`config.mk`:
```
export PLATFORM = sky130hd
export DESIGN_NAME = writeback_stage_flat
export DESIGN_NICKNAME = d
export VERILOG_FILES = /design/src/rtl/writeback_stage_if.sv /design/src/rtl/writeback_stage.sv /design/src/flat_wrapper.sv
export SDC_FILE = /design/constraint.sdc
export NUM_CORES = 1
export LEC_CHECK = 0
export BUFFER_PORTS_ARGS = -buffer_cell sky130_fd_sc_hd__buf_2
export CORE_UTILIZATION = 48
export CTS_CLUSTER_DIAMETER = 30
export DETAILED_ROUTE_END_ITERATION = 8
export GPL_ROUTABILITY_DRIVEN = 0
export PLACE_DENSITY = 0.81
export SETUP_SLACK_MARGIN = 0.5
export SKIP_LAST_GASP = 1
export SLEW_MARGIN = 20
export SYNTH_ARGS = -nofsm -noshare
export SYNTH_HDL_FRONTEND = slang
export SYNTH_SLANG_ARGS = --single-unit
```
`constraint.sdc`:
```
create_clock -name clk -period 2.4 [get_ports clk]
set_clock_uncertainty 0.15 [all_clocks]
set_input_delay 0.12 -clock clk [delete_from_list [all_inputs] [get_ports clk]]
set_output_delay 0.12 -clock clk [all_outputs]
set_load 0.05 [all_outputs]
```
`src/rtl/writeback_stage_if.sv`:
```
// Write-back stage bundle: M-side inputs, pipeline control, W-side outputs.
// Ports: master drives M/control and observes W; slave is the W stage.
// Optional WB_PERF_CNT_EN adds retired_cnt/bubble_cnt.
interface writeback_stage_if #(
    parameter int DW    = 64,
    parameter int CNT_W = 32
);
    logic          W_stall;
    logic          W_bubble;
    logic [2:0]    m_stat;
    logic [3:0]    M_icode;
    logic [DW-1:0] M_valE;
    logic [DW-1:0] m_valM;
    logic [3:0]    M_dstE;
    logic [3:0]    M_dstM;
    logic [2:0]    W_stat;
    logic [3:0]    W_icode;
    logic [DW-1:0] W_valE;
    logic [DW-1:0] W_valM;
    logic [3:0]    W_dstE;
    logic [3:0]    W_dstM;
    logic [2:0]    Stat;
    logic          halted;
    logic          retire;
`ifdef WB_PERF_CNT_EN
    logic [CNT_W-1:0] retired_cnt;
    logic [CNT_W-1:0] bubble_cnt;
`endif

    modport master (
        output W_stall, W_bubble, m_stat, M_icode,
        output M_valE, m_valM, M_dstE, M_dstM,
        input  W_stat, W_icode, W_valE, W_valM,
        input  W_dstE, W_dstM, Stat, halted, retire
`ifdef WB_PERF_CNT_EN
        , input retired_cnt, bubble_cnt
`endif
    );

    modport slave (
        input  W_stall, W_bubble, m_stat, M_icode,
        input  M_valE, m_valM, M_dstE, M_dstM,
        output W_stat, W_icode, W_valE, W_valM,
        output W_dstE, W_dstM, Stat, halted, retire
`ifdef WB_PERF_CNT_EN
        , output retired_cnt, bubble_cnt
`endif
    );
endinterface

```
`src/rtl/writeback_stage.sv`:
```
// Y86-64 write-back stage: M->W register, gated RF write port, sticky stop.
// Ports: clk, rst_n (async low), wb (slave modport of writeback_stage_if).
// Optional WB_PERF_CNT_EN: saturating retired_cnt / bubble_cnt outputs.
module writeback_stage #(
    parameter int DW    = 64,
    parameter int CNT_W = 32
) (
    input logic             clk,
    input logic             rst_n,
    writeback_stage_if.slave wb
);
    localparam logic [2:0] S_BUB  = 3'd0;
    localparam logic [2:0] S_AOK  = 3'd1;
    localparam logic [2:0] S_HLT  = 3'd2;
    localparam logic [2:0] S_ADR  = 3'd3;
    localparam logic [2:0] S_INS  = 3'd4;
    localparam logic [3:0] R_NONE = 4'hF;
    localparam logic [3:0] I_NOP  = 4'h1;

    typedef enum logic { RUN, STOP } state_e;

    typedef struct packed {
        logic [2:0]    stat;
        logic [3:0]    icode;
        logic [DW-1:0] valE;
        logic [DW-1:0] valM;
        logic [3:0]    dstE;
        logic [3:0]    dstM;
    } w_reg_t;

    w_reg_t w_q, w_d;
    state_e state_q, state_d;
    logic   fresh_q, fresh_d;
    logic   exc;
    logic   freeze;
    logic   load_bub;
    logic   retire;

    assign exc = (w_q.stat == S_HLT) || (w_q.stat == S_ADR) ||
                 (w_q.stat == S_INS);
    // The faulting instruction must stay in W, so the register
    // already freezes on the edge that moves RUN -> STOP.
    assign freeze = (state_q == STOP) || exc;

    always_ff @(posedge clk or negedge rst_n) begin
        if (!rst_n) begin
            state_q <= RUN;
        end else begin
            state_q <= state_d;
        end
    end

    always_comb begin
        state_d = state_q;
        if (state_q == RUN && exc) begin
            state_d = STOP;
        end
    end

    always_ff @(posedge clk or negedge rst_n) begin
        if (!rst_n) begin
            w_q.stat  <= S_BUB;
            w_q.icode <= I_NOP;
            w_q.valE  <= '0;
            w_q.valM  <= '0;
            w_q.dstE  <= R_NONE;
            w_q.dstM  <= R_NONE;
            fresh_q   <= 1'b0;
        end else begin
            w_q     <= w_d;
            fresh_q <= fresh_d;
        end
    end

    always_comb begin
        w_d      = w_q;
        fresh_d  = 1'b0;
        load_bub = 1'b0;
        priority case (1'b1)
            freeze: begin
            end
            wb.W_stall: begin
            end
            wb.W_bubble: begin
                w_d.stat  = S_BUB;
                w_d.icode = I_NOP;
                w_d.dstE  = R_NONE;
                w_d.dstM  = R_NONE;
                load_bub  = 1'b1;
            end
            default: begin
                w_d.stat  = wb.m_stat;
                w_d.icode = wb.M_icode;
                w_d.valE  = wb.M_valE;
                w_d.valM  = wb.m_valM;
                w_d.dstE  = wb.M_dstE;
                w_d.dstM  = wb.M_dstM;
                fresh_d   = (wb.m_stat != S_BUB);
                load_bub  = (wb.m_stat == S_BUB);
            end
        endcase
    end

    assign retire = fresh_q && (w_q.stat == S_AOK) && (state_q == RUN);

    assign wb.W_stat  = w_q.stat;
    assign wb.W_icode = w_q.icode;
    assign wb.W_valE  = w_q.valE;
    assign wb.W_valM  = w_q.valM;
    assign wb.W_dstE  = (w_q.stat == S_AOK) ? w_q.dstE : R_NONE;
    assign wb.W_dstM  = (w_q.stat == S_AOK) ? w_q.dstM : R_NONE;
    assign wb.Stat    = (w_q.stat == S_BUB) ? S_AOK : w_q.stat;
    assign wb.halted  = (state_q == STOP);
    assign wb.retire  = retire;

`ifdef WB_PERF_CNT_EN
    localparam logic [CNT_W-1:0] CNT_ONE = {{(CNT_W-1){1'b0}}, 1'b1};

    logic [CNT_W-1:0] ret_cnt_q;
    logic [CNT_W-1:0] bub_cnt_q;

    // Counters stick at all-ones instead of wrapping.
    always_ff @(posedge clk or negedge rst_n) begin
        if (!rst_n) begin
            ret_cnt_q <= '0;
            bub_cnt_q <= '0;
        end else begin
            if (retire && !(&ret_cnt_q)) begin
                ret_cnt_q <= ret_cnt_q + CNT_ONE;
            end
            if (load_bub && !(&bub_cnt_q)) begin
                bub_cnt_q <= bub_cnt_q + CNT_ONE;
            end
        end
    end

    assign wb.retired_cnt = ret_cnt_q;
    assign wb.bubble_cnt  = bub_cnt_q;
`endif
endmodule

```
`src/flat_wrapper.sv`:
```
// flat-port wrapper written by rule: the top's interface ports become plain ports
module writeback_stage_flat 
#(
    parameter int DW    = 64,
    parameter int CNT_W = 32
)
  (clk, rst_n, wb_W_stall, wb_W_bubble, wb_m_stat, wb_M_icode, wb_M_valE, wb_m_valM, wb_M_dstE, wb_M_dstM, wb_W_stat, wb_W_icode, wb_W_valE, wb_W_valM, wb_W_dstE, wb_W_dstM, wb_Stat, wb_halted, wb_retire);
  writeback_stage_if #(.DW(DW), .CNT_W(CNT_W)) wb_i ();
  input logic clk;
  input logic rst_n;
  input wire logic [$bits(wb_i.W_stall)-1:0] wb_W_stall;
  input wire logic [$bits(wb_i.W_bubble)-1:0] wb_W_bubble;
  input wire logic [$bits(wb_i.m_stat)-1:0] wb_m_stat;
  input wire logic [$bits(wb_i.M_icode)-1:0] wb_M_icode;
  input wire logic [$bits(wb_i.M_valE)-1:0] wb_M_valE;
  input wire logic [$bits(wb_i.m_valM)-1:0] wb_m_valM;
  input wire logic [$bits(wb_i.M_dstE)-1:0] wb_M_dstE;
  input wire logic [$bits(wb_i.M_dstM)-1:0] wb_M_dstM;
  output wire logic [$bits(wb_i.W_stat)-1:0] wb_W_stat;
  output wire logic [$bits(wb_i.W_icode)-1:0] wb_W_icode;
  output wire logic [$bits(wb_i.W_valE)-1:0] wb_W_valE;
  output wire logic [$bits(wb_i.W_valM)-1:0] wb_W_valM;
  output wire logic [$bits(wb_i.W_dstE)-1:0] wb_W_dstE;
  output wire logic [$bits(wb_i.W_dstM)-1:0] wb_W_dstM;
  output wire logic [$bits(wb_i.Stat)-1:0] wb_Stat;
  output wire logic [$bits(wb_i.halted)-1:0] wb_halted;
  output wire logic [$bits(wb_i.retire)-1:0] wb_retire;
  assign wb_i.W_stall = wb_W_stall;
  assign wb_i.W_bubble = wb_W_bubble;
  assign wb_i.m_stat = wb_m_stat;
  assign wb_i.M_icode = wb_M_icode;
  assign wb_i.M_valE = wb_M_valE;
  assign wb_i.m_valM = wb_m_valM;
  assign wb_i.M_dstE = wb_M_dstE;
  assign wb_i.M_dstM = wb_M_dstM;
  assign wb_W_stat = wb_i.W_stat;
  assign wb_W_icode = wb_i.W_icode;
  assign wb_W_valE = wb_i.W_valE;
  assign wb_W_valM = wb_i.W_valM;
  assign wb_W_dstE = wb_i.W_dstE;
  assign wb_W_dstM = wb_i.W_dstM;
  assign wb_Stat = wb_i.Stat;
  assign wb_halted = wb_i.halted;
  assign wb_retire = wb_i.retire;
  writeback_stage #(.DW(DW), .CNT_W(CNT_W)) u_core (.clk(clk), .rst_n(rst_n), .wb(wb_i));
endmodule
```
==> impl_metrics.yaml <==
run_status:
  status: "finished, final reports clean"
sta:
  highest_clock_frequency_the_design_can_meet_mhz: 475.0
  worst_pin_slew_ns: 0.4548
  minimum_hold_slack_ns: 0.06254
  slew_headroom: 0.6968
  final-hold-violation-count: 0
  grt_setup_unrepaired: "true"
  finalCritPeriodShare: 0.8771
  timing.setup.tns_ns: 0
  fin_crit_ns: 2.105
  finalMaxSlewViolations: 0
  final_report_setup_violation_count: 0
logic_synthesis:
  synth_warnings: 0
  synth.ff_latch_count: 145
  yosysSeqAreaShare: 0.5471
  post_synth.cell_area_avg_sq_um: 13.77
  synthesis.instances: 483
  yosys.cell_types.count: 22
  post_synth_main_area_contributors: "dfrtp_1, mux2_1, buf_4"
  synth_top_cell_area_share: 0.5116
  syn_nets: 630
  syn_area_sq_um: 6653
  synth_area_leader_cell: "dfrtp_1"
min_path:
  worstHoldPathCells: 4
  min-delay-path-class: "primary input to flop"
  min_delay_worst_endpoint: "u_core.w_q[3]$_DFFE_PN1P_"
  hold_path_startpoint: "wb_W_bubble"
worst_setup_path:
  timing.critical_path.to_type: "flop"
  path_class: "flop to flop"
  critPathArrivalTime_ns: 2.24
  reg2reg_slack_ns: 0.29
  critical_path_peak_fanout: 6
  worst_ep_required_ns: 2.54
  endpoint_of_the_most_critical_register_to_register_path: "u_core.wb.W_valE[42]$_DFFE_PN0P_"
  reg_to_reg_startpoint: "u_core.wb.W_stat[2]$_DFFE_PN0P_"
  reg2regPathDepth: 7
  startpoint_type: "flop"
clock_tree:
  worst_skew_pair.late_latency_ns: 0.41
  cts.path.max_buffers: 2
  cts.root.buffer_cell: "clkbuf_16"
  cts_tree: "done"
  cts.sinks: 145
  cts-buffers-inserted: 17
  path_clk_slew_ns: 0.06
  ctsHtreeMaxLevel: 4
die:
  fp.dieH_um: 119.7
  std_cell_rows: 42
  initial_utilization: 0.4965
  chipWidth_um: 119.7
  design.portCount: 295
  floorplan.core_area_sq_um: 13400
  design.die.area_sq_um: 14330
power_and_ir_drop:
  switchingPower_w: 0.006505
  power.density_nw_per_um2: 1335
  sequential_group_share_of_total_power: 0.306
  power_leakage_nw: 5.213
  power.switching_fraction: 0.4801
  vdd_ir_drop_max_uv: 991.4
  clockPowerShare: 0.188
  cell_internal_pwr_w: 0.007045
  comb_power_share: 0.507
global_routing:
  global_route_wire_length_before_repair_um: 28090
  globalRoute.totalOverflow: 0
  antenna_violations_before_repair: 0
  grtUsageTotal: 0.2619
  grt_start_max_net_pins: 52
  number_of_global_route_vias_before_repair: 5307
routing:
  met3_length_um: 1367
  drc: 0
  detail_route.wl_per_cell_um: 19.72
  dr_total_vias: 4978
  met1Wirelength_um: 7480
  route.antenna.remaining_nets: 0
  routed.top_layer: "met4"
  routed_wirelength_um: 20080
  detail_route.vias_per_cell: 4.890
  drt_pass1_iterations: 4
  met2WireLength_um: 10490
  drt_first_iter_violations: 223
finish:
  area_of_all_placed_cells_without_fillers_sq_um: 10150
  final_util: 0.7572
  design.final.nets: 975
  layout_common_cells: "buf_2, dlygate4sd3_1, dfrtp_1, mux2_1, mux2_4"
  mostFrequentLayoutCell: "buf_2"
  final_layout_size_suffix_gt1_frac: 0.5446
  syn_to_final_growth_pct: 52.53
placement:
  port-buffer-count: 294
  dp_hpwl_um: 9677
  dpl-instance-area_sq_um: 7298
job:
  timing.max_cap.violations: 0
-- power by group through the flow --
stage               clock network, W  registers, W  logic (W)
floorplan                          0       0.00392    0.00600
global placement                   0       0.00400    0.00590
detailed placement                 0       0.00407    0.00598
CTS                          0.00257       0.00403    0.00636
global route                 0.00271       0.00424    0.00708
finish                       0.00254       0.00414    0.00686
-- area by class of cell --
cell class / count / area [sq um]
tap: 176 / 220.2
clock buffer: 24 / 501.7
timing repair buffer: 479 / 3582
clock inverter: 8 / 76.32
multi-input combinational: 176 / 2087
antenna: 1 / 2.502
inverter: 9 / 33.78
fill: 738 / 3253
sequential: 145 / 3643
-- flip-flops by register name, summed over array words and instances (netlist names) --
signal and count:
u_core.w_q 8, u_core.wb.W_valE 64, u_core.wb.W_valM 64, u_core.wb.W_icode 4, u_core.wb.W_stat 3, u_core.wb.halted 1
u_core.fresh_q 1
-- synth_stat cells --
master      n
nor3b_1     1
mux2_2     25
buf_6      10
clkbuf_1    3
nor2b_2     1
inv_1       9
nor4_4      1
o31a_1      1
mux2_1    109
buf_2       1
nor2_1     10
mux2i_1     9
nor2b_1     6
or3_1       1
and3b_1     1
dfstp_2     9
buf_4     139
nor4b_2     1
nor3b_4     1
nand2_1     8
dfrtp_1   136
o21bai_1    1
-- worst max-delay path by stage --
stage                                          startpoint                               end  depth (start not counted)
after global routing      u_core.wb.W_stat[2]$_DFFE_PN0P_  u_core.wb.W_valE[24]$_DFFE_PN0P_                          7
final                     u_core.wb.W_stat[2]$_DFFE_PN0P_  u_core.wb.W_valE[42]$_DFFE_PN0P_                          7
after floorplan           u_core.wb.W_stat[2]$_DFFE_PN0P_   u_core.wb.W_valE[0]$_DFFE_PN0P_                          5
after global placement    u_core.wb.W_stat[1]$_DFFE_PN0P_  u_core.wb.W_valM[44]$_DFFE_PN0P_                          5
after detailed placement  u_core.wb.W_stat[1]$_DFFE_PN0P_  u_core.wb.W_valE[41]$_DFFE_PN0P_                          5
after CTS                 u_core.wb.W_stat[2]$_DFFE_PN0P_  u_core.wb.W_valM[49]$_DFFE_PN0P_                          7
-- through the flow --
stage	instances	setup WS, ns	power, W
floorplan	483	0.5081	0.009924
global placement	808	0.3164	0.009902
detailed placement	808	0.2438	0.01006
CTS	1004	0.4276	0.01296
global route	1017	0.2589	0.01403
finish	1018	0.2949	0.01355
-- worst max-delay path: stages, from the launching register on --
cell and delay, ns:
dfrtp_2 0.44, nor3b_4 0.18, nor4b_4 0.33, buf_4 0.17, buf_6 0.11, buf_12 0.14, clkbuf_16 0.17, mux2_4 0.30
-- layer usage --
layer	vias to the layer above	track usage
met3	58	0.08080
met2	280	0.4693
met1	2465	0.2859
met5	-	0
li1	2175	-
met4	0	0.1078
-- what timing repair did --
item                                    in CTS  in global routing
gates cloned                                 6                  3
endpoints found under the setup margin     131                143
pin swaps                                    2                 12
setup buffers                               14                 10
endpoints found under the hold margin      280                  0
resized for setup                           31                 91
hold buffers                               144                  0
-- kinds of logic after synthesis --
family / share of synthesized area
and+or+nand+nor: 0.02878
AOI/OAI and AO/OA: 0.002446
muxes: 0.2404
DFF: 0.5471
buffers and inverters: 0.1813
Note: power is estimated with default switching activity, not from simulation.
